[src/rtl/uart_pkg.sv]
// Shared types and register map for the memory-mapped UART transmitter.
`timescale 1ns/1ps
package uart_pkg;

  typedef enum logic [1:0] {
    IDLE,
    START,
    DATA,
    STOP
  } tx_state_e;

  localparam logic [15:0] TXDATA_OFS = 16'h0000;
  localparam logic [15:0] STATUS_OFS = 16'h0004;
  localparam logic [15:0] CTRL_OFS   = 16'h0008;

  localparam int unsigned ST_EN    = 0;
  localparam int unsigned ST_FULL  = 1;
  localparam int unsigned ST_EMPTY = 2;
  localparam int unsigned ST_BUSY  = 3;
  localparam int unsigned ST_OVR   = 4;

  function automatic logic [31:0] pack_status(
    input logic ovr,
    input logic busy,
    input logic empty,
    input logic full,
    input logic en
  );
    logic [31:0] s;
    s           = '0;
    s[ST_OVR]   = ovr;
    s[ST_BUSY]  = busy;
    s[ST_EMPTY] = empty;
    s[ST_FULL]  = full;
    s[ST_EN]    = en;
    return s;
  endfunction

endpackage

[src/rtl/sync_fifo.sv]
// Synchronous show-ahead FIFO; extra pointer MSB separates full from empty.
`timescale 1ns/1ps
module sync_fifo #(
  parameter int unsigned WIDTH = 8,
  parameter int unsigned DEPTH = 8
) (
  input  logic             i_clk,
  input  logic             i_rst_n,
  input  logic             push,
  input  logic             pop,
  input  logic [WIDTH-1:0] wdata,
  output logic [WIDTH-1:0] rdata,
  output logic             full,
  output logic             empty
);

  localparam int unsigned AW = $clog2(DEPTH);
  localparam logic [AW:0] PTR_ONE = (AW + 1)'(1);

  logic [WIDTH-1:0] mem [DEPTH];
  logic [AW:0]      wr_ptr;
  logic [AW:0]      rd_ptr;
  logic             do_push;
  logic             do_pop;

  assign empty = (wr_ptr == rd_ptr);
  assign full  = (wr_ptr[AW] != rd_ptr[AW]) && (wr_ptr[AW-1:0] == rd_ptr[AW-1:0]);

  // A pop in the same cycle frees the slot, so a push while full still lands.
  assign do_pop  = pop && !empty;
  assign do_push = push && (!full || do_pop);

  always_ff @(posedge i_clk or negedge i_rst_n) begin
    if (!i_rst_n) begin
      wr_ptr <= '0;
      rd_ptr <= '0;
    end else begin
      if (do_push) wr_ptr <= wr_ptr + PTR_ONE;
      if (do_pop)  rd_ptr <= rd_ptr + PTR_ONE;
    end
  end

  always_ff @(posedge i_clk) begin
    if (do_push) mem[wr_ptr[AW-1:0]] <= wdata;
  end

  assign rdata = mem[rd_ptr[AW-1:0]];

endmodule

[src/rtl/mmio_uart_tx.sv]
// LSU-mapped 8N1 UART transmitter: register decode, TX FIFO and serializer.
`timescale 1ns/1ps
module mmio_uart_tx
  import uart_pkg::*;
#(
  parameter int unsigned CLK_HZ     = 50_000_000,
  parameter int unsigned BAUD       = 115_200,
  parameter int unsigned FIFO_DEPTH = 8,
  parameter logic [15:0] BASE_ADDR  = 16'h1002
) (
  input  logic        i_clk,
  input  logic        i_rst_n,
  input  logic        i_wren,
  input  logic [31:0] i_addr,
  input  logic [31:0] i_wdata,
  input  logic [2:0]  i_func3,
  output logic [31:0] o_rdata,
  output logic        o_tx,
  output logic        o_irq
);

  localparam int unsigned      CPB     = CLK_HZ / BAUD;
  localparam int unsigned      CNT_W   = $clog2(CPB);
  localparam logic [CNT_W-1:0] CNT_MAX = CNT_W'(CPB - 1);
  localparam logic [CNT_W-1:0] CNT_ONE = CNT_W'(1);

  logic             hit;
  logic [15:0]      ofs;
  logic             wr_txdata;
  logic             wr_status;
  logic             wr_ctrl;
  logic             ctrl_en;
  logic             ctrl_ie;
  logic             ovr;
  logic             fifo_full;
  logic             fifo_empty;
  logic             fifo_pop;
  logic [7:0]       fifo_rdata;
  logic [31:0]      rd_val;
  logic             unused_bits;

  tx_state_e        state_q;
  tx_state_e        state_d;
  logic [CNT_W-1:0] cnt_q;
  logic [CNT_W-1:0] cnt_d;
  logic [2:0]       bit_q;
  logic [2:0]       bit_d;
  logic [7:0]       shift_q;
  logic [7:0]       shift_d;
  logic             tx_q;
  logic             tx_d;

  assign hit       = (i_addr[31:16] == BASE_ADDR) && (i_addr[1:0] == 2'b00);
  assign ofs       = i_addr[15:0];
  assign wr_txdata = i_wren && hit && (ofs == TXDATA_OFS);
  assign wr_status = i_wren && hit && (ofs == STATUS_OFS);
  assign wr_ctrl   = i_wren && hit && (ofs == CTRL_OFS);

  // Access size is irrelevant: only the low data byte is ever consumed.
  assign unused_bits = ^{i_func3, i_wdata[31:8]};

  sync_fifo #(
    .WIDTH (8),
    .DEPTH (FIFO_DEPTH)
  ) u_fifo (
    .i_clk   (i_clk),
    .i_rst_n (i_rst_n),
    .push    (wr_txdata),
    .pop     (fifo_pop),
    .wdata   (i_wdata[7:0]),
    .rdata   (fifo_rdata),
    .full    (fifo_full),
    .empty   (fifo_empty)
  );

  always_ff @(posedge i_clk or negedge i_rst_n) begin
    if (!i_rst_n) begin
      ctrl_en <= 1'b1;
      ctrl_ie <= 1'b0;
      ovr     <= 1'b0;
    end else begin
      if (wr_ctrl) begin
        ctrl_en <= i_wdata[0];
        ctrl_ie <= i_wdata[1];
      end
      if (wr_txdata && fifo_full && !fifo_pop) begin
        ovr <= 1'b1;
      end else if (wr_status && i_wdata[ST_OVR]) begin
        ovr <= 1'b0;
      end
    end
  end

  always_comb begin
    rd_val = '0;
    case (ofs)
      STATUS_OFS: rd_val = pack_status(ovr, state_q != IDLE, fifo_empty, fifo_full, ctrl_en);
      CTRL_OFS:   rd_val = {30'd0, ctrl_ie, ctrl_en};
      default:    rd_val = '0;
    endcase
  end

  always_ff @(posedge i_clk or negedge i_rst_n) begin
    if (!i_rst_n) begin
      o_rdata <= '0;
    end else begin
      o_rdata <= (!i_wren && hit) ? rd_val : '0;
    end
  end

  always_ff @(posedge i_clk or negedge i_rst_n) begin
    if (!i_rst_n) begin
      state_q <= IDLE;
      cnt_q   <= '0;
      bit_q   <= '0;
      shift_q <= '0;
      tx_q    <= 1'b1;
    end else begin
      state_q <= state_d;
      cnt_q   <= cnt_d;
      bit_q   <= bit_d;
      shift_q <= shift_d;
      tx_q    <= tx_d;
    end
  end

  // Line level is computed for the upcoming cycle so o_tx comes straight from a flop.
  always_comb begin
    state_d  = state_q;
    cnt_d    = cnt_q;
    bit_d    = bit_q;
    shift_d  = shift_q;
    tx_d     = 1'b1;
    fifo_pop = 1'b0;
    case (state_q)
      IDLE: begin
        cnt_d = '0;
        bit_d = '0;
        if (!fifo_empty && ctrl_en) begin
          fifo_pop = 1'b1;
          shift_d  = fifo_rdata;
          state_d  = START;
          cnt_d    = CNT_MAX;
          tx_d     = 1'b0;
        end
      end
      START: begin
        tx_d = 1'b0;
        if (cnt_q == '0) begin
          state_d = DATA;
          cnt_d   = CNT_MAX;
          bit_d   = '0;
          tx_d    = shift_q[0];
        end else begin
          cnt_d = cnt_q - CNT_ONE;
        end
      end
      DATA: begin
        tx_d = shift_q[0];
        if (cnt_q == '0) begin
          cnt_d = CNT_MAX;
          if (bit_q == 3'd7) begin
            state_d = STOP;
            tx_d    = 1'b1;
          end else begin
            bit_d   = bit_q + 3'd1;
            shift_d = {1'b0, shift_q[7:1]};
            tx_d    = shift_q[1];
          end
        end else begin
          cnt_d = cnt_q - CNT_ONE;
        end
      end
      STOP: begin
        tx_d = 1'b1;
        if (cnt_q == '0) begin
          if (!fifo_empty && ctrl_en) begin
            fifo_pop = 1'b1;
            shift_d  = fifo_rdata;
            state_d  = START;
            cnt_d    = CNT_MAX;
            tx_d     = 1'b0;
          end else begin
            state_d = IDLE;
            cnt_d   = '0;
          end
        end else begin
          cnt_d = cnt_q - CNT_ONE;
        end
      end
      default: begin
        state_d = IDLE;
        cnt_d   = '0;
      end
    endcase
  end

  assign o_tx  = tx_q;
  assign o_irq = fifo_empty && (state_q == IDLE) && ctrl_ie;

endmodule

[config.mk]
export PLATFORM = sky130hd
export DESIGN_NAME = mmio_uart_tx
export DESIGN_NICKNAME = d
export VERILOG_FILES = /design/src/rtl/uart_pkg.sv /design/src/rtl/sync_fifo.sv /design/src/rtl/mmio_uart_tx.sv
export SDC_FILE = /design/constraint.sdc
export NUM_CORES = 1
export LEC_CHECK = 0
export ABC_AREA = 1
export BUFFER_PORTS_ARGS = -buffer_cell sky130_fd_sc_hd__buf_4
export CORE_MARGIN = 8
export CORE_UTILIZATION = 39
export CTS_BUF_LIST = sky130_fd_sc_hd__clkbuf_8
export DETAILED_ROUTE_END_ITERATION = 16
export GPL_TIMING_DRIVEN = 1
export SLEW_MARGIN = 20
export SYNTH_ARGS = -nofsm -noshare
export SYNTH_HDL_FRONTEND = slang
export SYNTH_HIERARCHICAL = 1
export SYNTH_SLANG_ARGS = --single-unit
[constraint.sdc]
create_clock -name i_clk -period 2.25 [get_ports i_clk]
set_input_delay 0 -clock i_clk [delete_from_list [all_inputs] [get_ports i_clk]]
set_output_delay 0 -clock i_clk [all_outputs]
set_load 0.01 [all_outputs]
==> flow_summary.toml <==
[status]
status = "finished, final reports clean"

[grt]
grt_use_total_pct = 13.9
grt_max_degree = 40
grt_pass1_vias = 3670
grt_pass1_wl_mm = 18.3
overflow = 0
antenna_found_initial = 0

[clock_tree]
htree_num_levels = 3
clock_latency_ps = 400
cts_tree = "yes"
cts_buffers = 9
cts-root-buf = "clkbuf_8"
clk_pin_slew_ps = 110
cts_max_path_buffers = 2
numClockSinks = 103

[placed_design]
place_congestion = 0.794
portBuffers = 49
dp_hpwl_mm = 8.25
pre_cts_slack_ps = -40.8
dpl.cell_count = 781

[worst_setup_path]
start_kind = "flop"
r2r_end = "u_fifo/mem[4][4]"
cpPeakStageDelay_ps = 450
worstSetupEndpointType = "flop"
criticalPathCategory = "reg -> reg"
endpoint = "u_fifo/mem[4][4]"
cp_cell_sequence = "inv_2 -> nand2_2 -> nand2_2 -> nor2_4 -> nand3_2 -> inv_2 -> nor2_4 -> inv_2 -> nor2_4 -> nand2_2 -> inv_2 -> inv_2 -> nand4_4 -> nand3_4 -> nor2_4"
cpMaxStageDelayCell = "dfrtp_1"
startpoint = "u_fifo/rd_ptr[1]"
rrSetupSlack_ps = 100
path_max_fanout = 8
worstPathArrival_ps = 2230
critPathMostFrequentCell = "inv_2"
r2r_cells = 15
required_ps = 2330
r2r_start = "u_fifo/rd_ptr[1]"

[layout]
fin_nets = 722
final_common_cell = "nand2_1"
most-common-layout-cells = "nand2_1 (131), buf_4 (84), nor2_1 (65)"
multi_input_area_sq_mm = 0.00200
finish.utilization_pct = 48.4
finalNonFillerCells = 823
n_fill_cell = 1245
register_area_sq_mm = 0.00290
syn_to_final_growth_pct = 22.7
layout-drive-gt1-share_pct = 23.6
antenna_cells = 0

[sta]
fin_ws_ps = 98.2
skew_ps = 15.4
fmax_ghz = 0.465
hold_viol_final = 0
tightest_slew_ps = 524
post-route-period-util_pct = 95.6
period_needed_ps = 2150
holdWs_ps = 24.2
slew_headroom_pct = 65.1
slew_viol_final = 0
setup_viol = 0
rsz0062_at_grt = "true"

[synth]
ys_async_sr_fraction_pct = 37.9
ys.flop_type = "edfxtp_1"
syn_inst = 547
synth-seq-cells = 103
ys_types = 41
yosys_warnings = 6
avgSynthCellArea_sq_um = 9.40
syn_area_sq_mm = 0.00514
yosysSeqAreaShare_pct = 56.4
synth_edf_count = 64

[floorplanning]
fp.dieW_microns = 131
start_util_pct = 39.4
die_area_sq_mm = 0.0171
ios = 104
die_h_microns = 131
num_rows = 42
coreArea_sq_mm = 0.0130

[pwr]
p_per_area_mw_per_mm2 = 542
leakagePower_nw = 2.73
vdd_drop_max_uv = 446

[route]
ant_nets = 0
wl_met3_microns = 583
wl_met1_mm = 5.24
drc = 0
finalWirelength_mm = 11.7
wl_per_cell_microns = 14.2
via_count = 3866
dr.pass1.iters = 5
drt_iter0_drc = 337
routed_via_density = 4.70
top_layer = "met4"
met2_length_mm = 5.72

[job]
drv_cap = 0

[worst_hold_path]
hp-class = "in -> reg"
worst max-delay path: cells and delay by family (launching register included):
family	cells	cell delay [ps]
flops	1	450
buf+inv	5	310
simple gates	10	1070
per-layer routing:
layer | global-route usage [%] | vias to the layer above
li1 | - | 1942
met1 | 17.6 | 1838
met2 | 22.8 | 76
met3 | 3.57 | 10
met4 | 4.66 | 0
met5 | 0 | -
worst min path at each step:
| stage | start | depth (start not counted) | slack, ps | end |
|---|---|---|---|---|
| 6_report | i_addr[2] | 6 | 20 | ovr |
| 2_1_floorplan | i_rst_n | 0 | -300 | bit_q[0] |
| 4_1_cts | i_addr[2] | 6 | 0.9 | ovr |
| 5_1_grt | i_addr[2] | 6 | 70 | ovr |
| 3_5_place_dp | i_rst_n | 1 | 10 | cnt_q[1] |
| 3_3_place_gp | i_rst_n | 1 | 10 | cnt_q[1] |
Yosys cell counts, types with 2 or more instances:
| master | instances | area share, % |
|---|---|---|
| o21ai_2 | 2 | 0.34 |
| buf_4 | 27 | 3.9 |
| nand3_1 | 24 | 2.3 |
| dfstp_2 | 2 | 1.0 |
| o22ai_1 | 16 | 1.9 |
| inv_1 | 41 | 3.0 |
| o21ai_0 | 43 | 4.2 |
| or2_1 | 2 | 0.24 |
| nand2_1 | 137 | 10 |
| nor2_1 | 73 | 5.3 |
| o21ai_1 | 3 | 0.29 |
| clkbuf_1 | 5 | 0.37 |
| nand4_1 | 6 | 0.73 |
| nor3b_1 | 3 | 0.44 |
| nand3_2 | 3 | 0.58 |
| a21oi_1 | 4 | 0.39 |
| xnor2_1 | 5 | 0.85 |
| nor2_2 | 3 | 0.37 |
| nor3_1 | 4 | 0.39 |
| nand2_2 | 3 | 0.37 |
| nand2_4 | 4 | 0.88 |
| xor2_1 | 4 | 0.68 |
| ha_1 | 10 | 2.4 |
| buf_2 | 7 | 0.68 |
| dfrtp_1 | 37 | 18 |
| edfxtp_1 | 64 | 37 |
flip-flops by register name (all words and copies together) (netlist names):
| signal | flops |
|---|---|
| u_fifo/rd_ptr | 4 |
| cnt_q | 9 |
| shift_q | 8 |
| u_fifo/wr_ptr | 4 |
| o_rdata | 5 |
| state_q | 2 |
| bit_q | 3 |
| u_fifo/mem | 64 |
| ctrl_en | 1 |
| ctrl_ie | 1 |
| ovr | 1 |
| o_tx | 1 |
cells by family (layout without fill, tap and decap cells):
logic type      Yosys count  count (layout)  synth area share [%]
flops                   103             103                  56.4
xor+xnor                  9               9                  1.53
simple gates            269             269                  23.3
other cells               1              27                0.0729
fa+ha+maj                10              10                  2.43
compound gates           71              71                  7.76
buf+inv                  84             158                  8.52
report_power, final:
part | internal [mW] | leakage, nW | switching, mW | total (mW)
combinational | 0.0649 | 1.51 | 0.0773 | 0.142
sequential | 2.01 | 1.11 | 0.000000000143 | 2.01
clock | 0.541 | 0.108 | 0.725 | 1.27
metrics by stage:
step                instance area (sq um)  setup TNS, ps  total power, mW
global placement                     5800              0             2.17
detailed placement                   5800           -462             2.18
floorplan                            5310              0             2.12
finish                               6310              0             3.42
global route                         6310          -24.7             3.54
CTS                                  6190              0             3.45
layout make-up:
cell class	count	area share [%]
Clock buffer	9	1.96
Clock inverter	7	1.33
Inverter	43	2.70
Multi-Input combinational cell	386	31.6
Sequential cell	103	46.0
Tap cell	176	3.49
Timing Repair Buffer	99	12.9
repair_timing:
| item | in CTS | in global routing |
|---|---|---|
| gates resized for setup | 0 | 18 |
| gates cloned | 0 | 0 |
| hold buffers | 12 | 0 |
| setup buffers | 3 | 11 |
| setup endpoints to repair | 41 | 64 |
| pin swaps | 5 | 10 |
| hold endpoints to repair | 110 | 0 |
Power figures use the tool's default switching activity.
